`src/rtl/gbt_link_reset_sequencer_pkg.sv`:
```
// Shared types for the GBT link reset sequencer: FSM state encoding,
// timer/counter widths and a saturating increment helper.
package MCPkg;

  typedef enum logic [1:0] {
    ST_PLL_RST    = 2'd0,
    ST_LOCK_WAIT  = 2'd1,
    ST_READY_WAIT = 2'd2,
    ST_LINKED     = 2'd3
  } t_link_seq_state;

  localparam int unsigned TIMER_W = 12;
  localparam int unsigned RETRY_W = 8;

  // Bit positions of the asynchronous status inputs in the synchroniser bank
  localparam int unsigned SYNC_LOS    = 0;
  localparam int unsigned SYNC_LOCKED = 1;
  localparam int unsigned SYNC_RX_RDY = 2;
  localparam int unsigned SYNC_TX_RDY = 3;
  localparam int unsigned SYNC_N      = 4;

  function automatic logic [TIMER_W-1:0] timer_sat_inc(input logic [TIMER_W-1:0] value);
    return (value == {TIMER_W{1'b1}}) ? value : value + 1'b1;
  endfunction

endpackage

```
`src/rtl/gbt_link_reset_sequencer_sync_2ff.sv`:
```
// Single-bit two-flop synchroniser with asynchronous active-low reset.
module sync_2ff (
  input  logic clk,
  input  logic rst_n,
  input  logic d,
  output logic q
);

  logic meta_reg;
  logic q_reg;

  always_ff @(posedge clk or negedge rst_n) begin
    if (!rst_n) begin
      meta_reg <= 1'b0;
      q_reg    <= 1'b0;
    end else begin
      meta_reg <= d;
      q_reg    <= meta_reg;
    end
  end

  assign q = q_reg;

endmodule

```
`src/rtl/gbt_link_reset_sequencer.sv`:
```
// Brings up a GBT link: pulses the 40 MHz PLL reset, waits for lock, releases
// the GBT core and declares the link up once rx/tx ready have been stable.
module gbt_link_reset_sequencer
  import MCPkg::*;
#(
  parameter int unsigned G_PLL_RST_MS  = 2,
  parameter int unsigned G_LOCK_TO_MS  = 100,
  parameter int unsigned G_READY_TO_MS = 2400,
  parameter int unsigned G_HOLD_MS     = 10
) (
  input  logic               clk_ik,
  input  logic               rst_n_ia,
  input  logic               tick_1ms_i,
  input  logic               los_i,
  input  logic               pll_locked_i,
  input  logic               rx_ready_i,
  input  logic               tx_ready_i,
  input  logic               force_reset_i,
  output logic               pll_reset_o,
  output logic               gbt_reset_o,
  output logic               link_up_o,
  output logic [1:0]         state_o,
  output logic [RETRY_W-1:0] retry_cnt_o,
  output logic               lol_evt_o
);

  // Terminal timer values: the N-th tick after entry arrives while the timer holds N-1
  localparam logic [TIMER_W-1:0] PLL_RST_LAST  = TIMER_W'(G_PLL_RST_MS - 1);
  localparam logic [TIMER_W-1:0] LOCK_TO_LAST  = TIMER_W'(G_LOCK_TO_MS - 1);
  localparam logic [TIMER_W-1:0] READY_TO_LAST = TIMER_W'(G_READY_TO_MS - 1);
  localparam logic [TIMER_W-1:0] HOLD_LAST     = TIMER_W'(G_HOLD_MS - 1);

  logic [SYNC_N-1:0] async_in;
  logic [SYNC_N-1:0] sync_in;

  assign async_in[SYNC_LOS]    = los_i;
  assign async_in[SYNC_LOCKED] = pll_locked_i;
  assign async_in[SYNC_RX_RDY] = rx_ready_i;
  assign async_in[SYNC_TX_RDY] = tx_ready_i;

  generate
    for (genvar gi = 0; gi < SYNC_N; gi++) begin : g_sync
      sync_2ff u_sync (
        .clk   (clk_ik),
        .rst_n (rst_n_ia),
        .d     (async_in[gi]),
        .q     (sync_in[gi])
      );
    end
  endgenerate

  logic los;
  logic locked;
  logic ready_ok;

  assign los      = sync_in[SYNC_LOS];
  assign locked   = sync_in[SYNC_LOCKED];
  assign ready_ok = sync_in[SYNC_RX_RDY] & sync_in[SYNC_TX_RDY];

  t_link_seq_state    state_reg, state_next;
  logic [TIMER_W-1:0] timer_reg, timer_next;
  logic [TIMER_W-1:0] ready_to_reg, ready_to_next;
  logic [RETRY_W-1:0] retry_reg, retry_next;
  logic               pll_reset_reg, pll_reset_next;
  logic               gbt_reset_reg, gbt_reset_next;
  logic               link_up_reg, link_up_next;
  logic               lol_evt_reg, lol_evt_next;
  logic               retry_inc;

  always_comb begin
    state_next    = state_reg;
    timer_next    = timer_reg;
    ready_to_next = ready_to_reg;
    retry_inc     = 1'b0;
    lol_evt_next  = 1'b0;

    if (force_reset_i) begin
      state_next = ST_PLL_RST;
    end else begin
      unique case (state_reg)
        ST_PLL_RST: begin
          if (los) begin
            timer_next = '0;
          end else if (tick_1ms_i) begin
            if (timer_reg == PLL_RST_LAST) state_next = ST_LOCK_WAIT;
            else                           timer_next = timer_sat_inc(timer_reg);
          end
        end

        ST_LOCK_WAIT: begin
          if (los) begin
            state_next = ST_PLL_RST;
            retry_inc  = 1'b1;
          end else if (tick_1ms_i && timer_reg == LOCK_TO_LAST) begin
            state_next = ST_PLL_RST;
            retry_inc  = 1'b1;
          end else if (locked) begin
            state_next = ST_READY_WAIT;
          end else if (tick_1ms_i) begin
            timer_next = timer_sat_inc(timer_reg);
          end
        end

        // timer_reg is the stability (hold) timer here; ready_to_reg runs from entry
        ST_READY_WAIT: begin
          if (los) begin
            state_next = ST_PLL_RST;
            retry_inc  = 1'b1;
          end else if (tick_1ms_i && ready_to_reg == READY_TO_LAST) begin
            state_next = ST_PLL_RST;
            retry_inc  = 1'b1;
          end else if (ready_ok && tick_1ms_i && timer_reg == HOLD_LAST) begin
            state_next = ST_LINKED;
          end else begin
            if (tick_1ms_i) ready_to_next = timer_sat_inc(ready_to_reg);
            if (!ready_ok)       timer_next = '0;
            else if (tick_1ms_i) timer_next = timer_sat_inc(timer_reg);
          end
        end

        ST_LINKED: begin
          if (los || !ready_ok || !locked) begin
            state_next   = ST_PLL_RST;
            retry_inc    = 1'b1;
            lol_evt_next = 1'b1;
          end else if (tick_1ms_i) begin
            timer_next = timer_sat_inc(timer_reg);
          end
        end

        default: state_next = ST_PLL_RST;
      endcase
    end

    // Every state entry (including a forced re-entry of PLL_RST) starts both timers afresh
    if (force_reset_i || state_next != state_reg) begin
      timer_next    = '0;
      ready_to_next = '0;
    end

    retry_next = (retry_inc && retry_reg != {RETRY_W{1'b1}}) ? retry_reg + 1'b1 : retry_reg;

    pll_reset_next = (state_next == ST_PLL_RST);
    gbt_reset_next = (state_next == ST_PLL_RST) || (state_next == ST_LOCK_WAIT);
    link_up_next   = (state_next == ST_LINKED);
  end

  always_ff @(posedge clk_ik or negedge rst_n_ia) begin
    if (!rst_n_ia) begin
      state_reg     <= ST_PLL_RST;
      timer_reg     <= '0;
      ready_to_reg  <= '0;
      retry_reg     <= '0;
      pll_reset_reg <= 1'b1;
      gbt_reset_reg <= 1'b1;
      link_up_reg   <= 1'b0;
      lol_evt_reg   <= 1'b0;
    end else begin
      state_reg     <= state_next;
      timer_reg     <= timer_next;
      ready_to_reg  <= ready_to_next;
      retry_reg     <= retry_next;
      pll_reset_reg <= pll_reset_next;
      gbt_reset_reg <= gbt_reset_next;
      link_up_reg   <= link_up_next;
      lol_evt_reg   <= lol_evt_next;
    end
  end

  assign pll_reset_o = pll_reset_reg;
  assign gbt_reset_o = gbt_reset_reg;
  assign link_up_o   = link_up_reg;
  assign state_o     = state_reg;
  assign retry_cnt_o = retry_reg;
  assign lol_evt_o   = lol_evt_reg;

endmodule

```
`config.mk`:
```
export PLATFORM = sky130hd
export DESIGN_NAME = gbt_link_reset_sequencer
export DESIGN_NICKNAME = d
export VERILOG_FILES = /design/src/rtl/gbt_link_reset_sequencer_pkg.sv /design/src/rtl/gbt_link_reset_sequencer_sync_2ff.sv /design/src/rtl/gbt_link_reset_sequencer.sv
export SDC_FILE = /design/constraint.sdc
export NUM_CORES = 1
export LEC_CHECK = 0
export ABC_CLOCK_PERIOD_IN_PS = 2700
export CAP_MARGIN = 25
export CORE_AREA = 8 8 92 94
export CTS_CLUSTER_SIZE = 25
export DETAILED_ROUTE_END_ITERATION = 10
export DIE_AREA = 0 0 100 102
export PLACE_DENSITY = 0.6
export SLEW_MARGIN = 20
export SYNTH_ARGS = -nofsm -noshare
export SYNTH_HDL_FRONTEND = slang
export SYNTH_SLANG_ARGS = --single-unit
export TNS_END_PERCENT = 30
```
`constraint.sdc`:
```
create_clock -name clk_ik -period 2.7 [get_ports clk_ik]
set_input_delay 0.54 -clock clk_ik [delete_from_list [all_inputs] [get_ports clk_ik]]
set_output_delay 0.54 -clock clk_ik [all_outputs]
set_load 0.005 [all_outputs]
```
# After elaboration in Yosys (flattened, before gate mapping)
# Cells that the tools add are included.
# word_totals
inputBits	8
mem_bits_ro	0
memories	0
word_cells	109
ramBits	0
regBits	46
latchBits	0
# classes
n_addsub	3
n_mul	0
muxes	45
eq_ne	27
div	0
bitwise_logic	1
shifts	0
n_reduce_logical	17
order_cmp	0
# op_table
operator	n
12-bit two-way mux	23
12-bit case mux with 4 select lines	1
12-bit == test (second input constant)	3
12-bit by 1-bit adder with 12-bit output (second input constant)	2
2-bit two-way mux	11
3-bit inequality test (second input constant)	7
12-bit by 1-bit == test with 1-bit output (second input constant)	1
12-bit by 4-bit == test with 1-bit output (second input constant)	1
12-bit by 7-bit == test with 1-bit output (second input constant)	1
10-bit AND reduction	1
8-bit by 1-bit adder with 8-bit output (second input constant)	1
1-bit two-way mux	8
2-bit by 1-bit inequality test with 1-bit output (second input constant)	4
4-bit by 3-bit inequality test with 1-bit output (second input constant)	2
8-bit inequality test (second input constant)	1
2-bit case mux with 4 select lines	1
7-bit AND reduction	1
2-bit == test (second input constant)	3
1-bit logical AND	5
2-bit by 1-bit == test with 1-bit output (second input constant)	2
2-bit zero test	2
1-bit logical OR	4
2-bit nonzero test	2
1-bit case mux with 3 select lines	1
4 further kinds	5

# Depth between registers and ports, before layout
# Gate-level depths: netlist (run 1).
# depth
ltp_word	12
depth_mapped	10
ltp_nobuf	8

# Cells and area by module
# From an unflattened synthesis (run 1), not the netlist that was laid out.
# unflattened
hier_cells	292
hier_area_um2	2786.4
# modules_own_cells
mod	instances	area_per_inst_um2	seq_area_each_um2	cells_per_inst
gbt_link_reset_sequencer	1	2586.2	953.4	284
sync_2ff	4	50.0	50.0	2

# Worst setup path after synthesis (run 1)
# OpenSTA, ideal clock, no wires.
# synth_path
path_type	input port to flip-flop
startpoint	in tick_1ms_i
endpoint	reg retry_reg[1] (netlist: retry_cnt_o[1])
setup_time_ps	125
n_path_buf	2
cell_stages	7
arrival_ps	2285
setup_slack_ps	290
cell_sequence	buf_6 or3b_4 o41a_4 o32ai_2 and3_1 buf_6 mux2_2
# synth_between
elab_chain_cells	6
word_cells_on_any_way	9
classes_between	mux (6); reduce/logical (3)
# synth_lines
element	line	rtl
start, declared	gbt_link_reset_sequencer.sv:13	input logic tick_1ms_i,
1-bit logical AND (on tied branches)	gbt_link_reset_sequencer.sv:109, gbt_link_reset_sequencer.sv:94	
1-bit two-way mux (on tied branches)	gbt_link_reset_sequencer.sv:109, gbt_link_reset_sequencer.sv:94	
1-bit two-way mux (on tied branches)	gbt_link_reset_sequencer.sv:106, gbt_link_reset_sequencer.sv:91	
1-bit case mux with 3 select lines *	gbt_link_reset_sequencer.sv:80	unique case (state_reg)
1-bit two-way mux *	gbt_link_reset_sequencer.sv:77	if (force_reset_i) begin
1-bit logical AND *	gbt_link_reset_sequencer.sv:141	retry_next = (retry_inc && retry_reg != {RETRY_W{1'b1}}) ? retry_reg + 1'b1 : retry_reg;
end signal, assigned	gbt_link_reset_sequencer.sv:162	retry_reg <= retry_next;
end, declared	gbt_link_reset_sequencer.sv:63	logic [RETRY_W-1:0] retry_reg, retry_next;
# Mark *: on every way between the ends. The rest lies on a longest branch, timed or not.
# A chain may end at the register's enable or synchronous reset.

# Worst setup path after layout (run 1)
# layout_path
startpoint	in tick_1ms_i
endpoint	reg timer_reg[4]
# layout_between
elab_chain_cells	11
word_cells_on_any_way	38
classes_between	eq/ne (11); mux (21); reduce/logical (6)
# layout_lines
element	line	rtl
1-bit logical AND (2 in series)	gbt_link_reset_sequencer.sv:112	end else if (ready_ok && tick_1ms_i && timer_reg == HOLD_LAST) begin
2-bit two-way mux	gbt_link_reset_sequencer.sv:112	
2-bit two-way mux	gbt_link_reset_sequencer.sv:109	end else if (tick_1ms_i && ready_to_reg == READY_TO_LAST) begin
2-bit two-way mux	gbt_link_reset_sequencer.sv:106	if (los) begin
2-bit case mux with 4 select lines	gbt_link_reset_sequencer.sv:80	
2-bit two-way mux	gbt_link_reset_sequencer.sv:77	
2-bit inequality test	gbt_link_reset_sequencer.sv:136	if (force_reset_i || state_next != state_reg) begin
1-bit logical OR	gbt_link_reset_sequencer.sv:136	
4-bit by 3-bit inequality test with 1-bit output (no line) (tied with other cells)	n/a	
10-bit AND reduction (no line)	n/a	
end signal, assigned	gbt_link_reset_sequencer.sv:160	timer_reg <= timer_next;
end, declared	gbt_link_reset_sequencer.sv:61	logic [TIMER_W-1:0] timer_reg, timer_next;
# Parallel ways exist; a longest one is shown, timed or not. The select of a mux whose other input is x is not followed.

==> results of run 1 <==
## critical path, stage by stage
cell and delay [ns]:
clkdlybuf4s50_1 0.50, or3b_4 0.40, o41a_4 0.38, buf_4 0.15, o21ai_0 0.18, a21oi_1 0.12
o211ai_2 0.22, buf_12 0.20, a311oi_1 0.06
## through the flow
step / TNS, ns / instance area, sq um / hold slack (ns)
2_1_floorplan: 0 / 2740 / 0.244
3_3_place_gp: -3.44 / 3210 / 0.332
3_5_place_dp: -4.91 / 3210 / 0.336
4_1_cts: 0 / 3320 / 0.338
5_1_grt: 0 / 3320 / 0.358
6_report: 0 / 3320 / 0.317
## final timing paths
| kind | from | to | slack (ns) | cells past startpoint |
|---|---|---|---|---|
| setup / recovery | tick_1ms_i | timer_reg[4] | 0.10 | 9 |
| hold / removal | rst_n_ia | ready_to_reg[9] | 0.32 | 2 |
| setup reg to reg | timer_reg[0] | timer_reg[11] | 0.21 | 8 |
| max in group asynchronous | rst_n_ia | timer_reg[5] | 1.97 | 2 |
| hold reg to reg | g_sync[3].u_sync.meta_reg | g_sync[3].u_sync.q | 0.35 | 0 |
| min in group clk_ik | g_sync[3].u_sync.meta_reg | g_sync[3].u_sync.q | 0.35 | 0 |
## cell families after synthesis
logic type      Yosys count
fa+ha+maj                 9
xor+xnor                 15
simple gates            130
buf+inv                  20
compound gates           73
mux                       1
flops                    46
## cell type report
cell class | count | area (sq um) | share of cell area
Sequential cell | 46 | 1150 | 0.348
Timing Repair Buffer | 47 | 413 | 0.124
Multi-Input combinational cell | 228 | 1490 | 0.449
Tap cell | 99 | 124 | 0.0373
Clock buffer | 6 | 72.6 | 0.0219
Inverter | 8 | 30.0 | 0.00905
Clock inverter | 2 | 37.5 | 0.0113
## power breakdown
| group | internal (mW) | total, mW | switching (mW) |
|---|---|---|---|
| sequential | 0.700 | 0.713 | 0.0135 |
| combinational | 0.0563 | 0.132 | 0.0752 |
| clock | 0.276 | 0.516 | 0.240 |
| total | 1.03 | 1.36 | 0.328 |
## cells in the final DEF (no fill, tap or decap), drive strengths merged, types with 2 or more instances in the layout
master | netlist | routed
nand2b | 3 | 3
o21ai | 16 | 16
o31ai | 5 | 5
xor2 | 11 | 11
nand4 | 14 | 14
nor4b | 2 | 2
clkbuf | 5 | 6
ha | 9 | 9
or3 | 5 | 5
a31oi | 8 | 8
inv | 8 | 8
dfrtp | 44 | 44
and4 | 2 | 2
and3 | 14 | 14
nand3 | 18 | 18
dfstp | 2 | 2
nor4 | 2 | 2
nor2b | 4 | 4
a22oi | 2 | 2
clkdlybuf4s50 | 0 | 20
nor3 | 6 | 6
a311oi | 6 | 6
a21oi | 18 | 18
o211ai | 3 | 3
o21ba | 2 | 2
nor2 | 28 | 28
and2 | 4 | 4
xnor2 | 4 | 4
nand2 | 19 | 19
a41oi | 3 | 3
buf | 7 | 27
## per-layer routing
metal,up-vias,share of wire,global-route usage,routed length (um)
met1,1203,0.44,0.175,2910
li1,1183,-,-,-
met5,-,0,0,0
met4,0,0.010,0.0395,68
met3,5,0.052,0.0286,343
met2,55,0.49,0.234,3260
==> results.cfg, run 1 <==
[synth]
synth_compound_area_frac = 0.190
yosysMostFrequentCell = dfrtp_1
ys_ff_latch = 46
synth_top_family_by_area = simple AND/OR/NAND/NOR gates
async_flop_share = 1.00
syn_nets = 311
synth_warnings = 0
synthAdderAreaFrac = 0.0411
yosys-top-cells-area = dfrtp_1, ha_1, nor2_1
synth_mux_area_frac = 0.00411
synth_edf_count = 0
avgSynthCellArea_sq_um = 9.32
synth_cell_types = 57
synth_commonest_cells = dfrtp_1, nor2_1, nand2_1, a21oi_1, nand3_1
synth-seq-area-share = 0.421
synth_top_cell_by_area = dfrtp_1
synthCells = 294
synth_top_area_share = 0.402
synth-simple-area-share = 0.257
syn_area_sq_mm = 0.00274
synthXorXnorAreaFrac = 0.0507
synth_flop_cell = dfrtp_1

[clocking]
clkLatencyLatePin_ns = 0.30
clkTransAtPathRegs_ns = 0.09
htreeDepth = 2
cts-buffers-inserted = 5
cts_tree = built
post_cts_resized = 0
cts_setup_buffers = 0
clock_path_buffers = 2
hold_buffers = 0
root_buffer = clkbuf_8
cts.sinks = 46

[die]
die_area_sq_mm = 0.0102
core_area_sq_mm = 0.00706
die_x_um = 100
boundaryPins = 22
start_util = 0.388
rows = 31
chipHeight_um = 102

[sta]
slew_headroom = 0.553
fin_ws_ns = 0.104
worst_slew_pin_slew_ns = 0.661
skew_ns = 0.0117
slew_violations = 0
finalHoldViolCount = 0
max_freq_mhz = 385
layout_min_cycle_time_ns = 2.60
setup_viol = 0
rsz0062_at_grt = no
finalCritPeriodShare = 0.961

[finish]
num_antenna_cells = 0
fin_nets = 353
drive_above_1_share = 0.142
fillCellCount = 705
final_core_util = 0.470
area_delta_synth_final_pct = 21.1
instances_no_fill = 436

[run]
drv_cap = 0

[route]
dr.pass1.iters = 4
num_vias = 2446
drc = 0
final_antenna_net_count = 0
drt_iter0_drc = 163
vias_per_cell = 5.61
post_drt_wl_per_cell_um = 15.1
routed_wl_um = 6580

[power]
power_mw = 1.36
power.density_mw_per_mm2 = 410
ir_drop_mv = 0.229
power_leakage_nw = 1.36

[placement]
io_buffers = 21
dpl.hpwl_um = 4760
dp_slack_ns = -0.178
globalplace.congestion = 0.891
place_inst = 428

[global_route]
grt_pass1_wl_um = 11600
antenna_found_initial = 0
grt_max_degree = 47
grt_pass1_vias = 2360
grt_use_total = 0.139
overflow = 0

[run_status]
outcome = finished, final reports clean

[critical_path]
setup.worst_path.class = in -> reg
cp-start-kind = input port
worstPathRequired_ns = 2.87
crit_fanout = 24
worstPathArrival_ns = 2.76
crit_path_end_kind = flip-flop

[min_path]
min_path_type = in -> async
No activity file was read; power rests on OpenSTA's default activity.
==> run 2: changes to the inputs <==
--- a/config.mk
+++ b/config.mk
@@ -5,13 +5,16 @@
 export SDC_FILE = /design/constraint.sdc
 export NUM_CORES = 1
 export LEC_CHECK = 0
-export ABC_CLOCK_PERIOD_IN_PS = 2700
+export ABC_CLOCK_PERIOD_IN_PS = 2350
 export CAP_MARGIN = 25
+export CELL_PAD_IN_SITES_DETAIL_PLACEMENT = 0
+export CELL_PAD_IN_SITES_GLOBAL_PLACEMENT = 1
 export CORE_AREA = 8 8 92 94
 export CTS_CLUSTER_SIZE = 25
 export DETAILED_ROUTE_END_ITERATION = 10
 export DIE_AREA = 0 0 100 102
-export PLACE_DENSITY = 0.6
+export GPL_ROUTABILITY_DRIVEN = 0
+export PLACE_DENSITY = 0.76
 export SLEW_MARGIN = 20
 export SYNTH_ARGS = -nofsm -noshare
 export SYNTH_HDL_FRONTEND = slang
==> constraint.sdc (replaced) <==
create_clock -name clk_ik -period 2.35 [get_ports clk_ik]
set_input_delay 0.47 -clock clk_ik [delete_from_list [all_inputs] [get_ports clk_ik]]
set_output_delay 0.47 -clock clk_ik [all_outputs]
set_load 0.005 [all_outputs]
==> run 2 against run 1 <==
Combinational power up 64%. Sequential power up 14%. Flip-flop and latch count unchanged. Hold slack worse by 0.19 ns. Non-clock buffer count up 38. Final area up 12%. First-iteration DRC count down 7.4%. Clock-buffer cell count down 1. Largest cell class unchanged. Largest power group unchanged.
==> results.cfg, run 2 (synthesized netlist as in run 1, its figures left out) <==
[critical_path]
cp-start-kind = flip-flop
setup.worst_path.class = reg -> reg
crit_fanout = 8
worstPathRequired_ns = 2.57
crit_path_end_kind = flip-flop
worstPathArrival_ns = 2.50
rr_worst_depth = 8

[finish]
layout_common_cells = buf_4, dfrtp_1, nor2_1
num_antenna_cells = 0
instances_no_fill = 473
area_delta_synth_final_pct = 35.8
drive_above_1_share = 0.278
final_common_cell = buf_4
fillCellCount = 689
stdcell_area_sq_mm = 0.00372
fin_nets = 391

[route]
post_drt_wl_per_cell_um = 15.1
vias_per_cell = 5.34
drt_iter0_drc = 151
routed_wl_um = 7170
drc = 0
num_vias = 2526
dr.pass1.iters = 4
final_antenna_net_count = 0

[die]
core_area_sq_mm = 0.00706
chipHeight_um = 102
boundaryPins = 22
start_util = 0.388
die_x_um = 100
die_area_sq_mm = 0.0102
rows = 31

[global_route]
grt_pass1_vias = 2518
grt_max_degree = 24
grt_use_total = 0.142
antenna_found_initial = 0
overflow = 0
grt_pass1_wl_um = 11800

[clocking]
root_buffer = clkbuf_8
cts-buffers-inserted = 5
clkLatencyLatePin_ns = 0.29
clock_path_buffers = 2
cts_tree = built
htreeDepth = 2
clkTransAtPathRegs_ns = 0.09
cts.sinks = 46

[placement]
place_area_sq_mm = 0.00343
dp_slack_ns = -0.509
io_buffers = 21
place_inst = 458
dpl.hpwl_um = 5160

[sta]
finalCritPeriodShare = 0.968
fin_tns_setup_ns = 0
setup_viol = 0
fin_ws_ns = 0.0762
whs_ns = 0.129
layout_min_cycle_time_ns = 2.27
slew_headroom = 0.668
finalHoldViolCount = 0
skew_ns = 0.00915
max_freq_mhz = 440
rsz0062_at_grt = yes
worst_slew_pin_slew_ns = 0.497
slew_violations = 0

[power]
ir_drop_mv = 0.221
power.density_mw_per_mm2 = 401
power_leakage_nw = 1.58

[min_path]
min_path_type = in -> async

[run_status]
outcome = finished, final reports clean

[run]
drv_cap = 0
==> run 2: worst paths after layout <==
check,start,to,slack [ns]
worst max-delay path,state_o[1],timer_reg[11],0.08
worst min-delay path,rst_n_ia,ready_to_reg[5],0.13
worst max register to register,state_o[1],timer_reg[11],0.08
worst min register to register,g_sync[1].u_sync.meta_reg,g_sync[1].u_sync.q,0.35
max in group asynchronous,rst_n_ia,g_sync[3].u_sync.meta_reg,1.56
min in group clk_ik,g_sync[1].u_sync.meta_reg,g_sync[1].u_sync.q,0.35
==> run 2: final cells by class <==
| class | count | area, sq um | share of cell area |
|---|---|---|---|
| clock inverters | 2 | 10.0 | 0.00269 |
| inverters | 8 | 30.0 | 0.00807 |
| multi-input cells | 228 | 1600 | 0.429 |
| repair buffers | 85 | 738 | 0.198 |
| flip-flops and latches | 46 | 1150 | 0.310 |
| clock buffers | 5 | 68.8 | 0.0185 |
| well taps | 99 | 124 | 0.0333 |
==> run 2: stage by stage <==
| stage | utilization | total power [mW] |
|---|---|---|
| finish | 0.527 | 1.49 |
| global route | 0.527 | 1.56 |
| CTS | 0.505 | 1.48 |
| detailed placement | 0.487 | 1.01 |
| global placement | 0.487 | 1.01 |
| floorplan | - | 0.907 |
==> run 2: metal layers <==
layer | share of wire | GRT usage
met5 | 0 | 0
met4 | 0.0032 | 0.0279
met3 | 0.033 | 0.0252
met2 | 0.51 | 0.259
met1 | 0.45 | 0.171
==> run 2: worst max-delay path, stage by stage (launching register included) <==
cell and delay [ns]:
dfrtp_1 0.41, inv_1 0.13, ha_1 0.26, a21oi_1 0.16, a22oi_1 0.09, a221oi_2 0.27
nand2_2 0.18, or4_1 0.55, a21oi_1 0.15
==> run 2: timing repair <==
item / 4_1_cts / 5_1_grt
setup endpoints to repair: 35 / 30
gates resized for setup: 6 / 18
hold buffers: 0 / 0
pin swaps: 2 / 6
buffers inserted: 1 / 5
gates cloned: 1 / 1
==> run 2: power breakdown <==
group          switching, mW  internal (mW)  total (mW)
logic                  0.108          0.109       0.217
clock network          0.260          0.200       0.460
registers             0.0102          0.804       0.814
==> run 3: changes to the inputs <==
--- a/config.mk
+++ b/config.mk
@@ -5,7 +5,6 @@
 export SDC_FILE = /design/constraint.sdc
 export NUM_CORES = 1
 export LEC_CHECK = 0
-export ABC_CLOCK_PERIOD_IN_PS = 2350
 export CAP_MARGIN = 25
 export CELL_PAD_IN_SITES_DETAIL_PLACEMENT = 0
 export CELL_PAD_IN_SITES_GLOBAL_PLACEMENT = 1
==> results of run 3 <==
The final DEF is identical to that of run 2; final timing and power are the same.
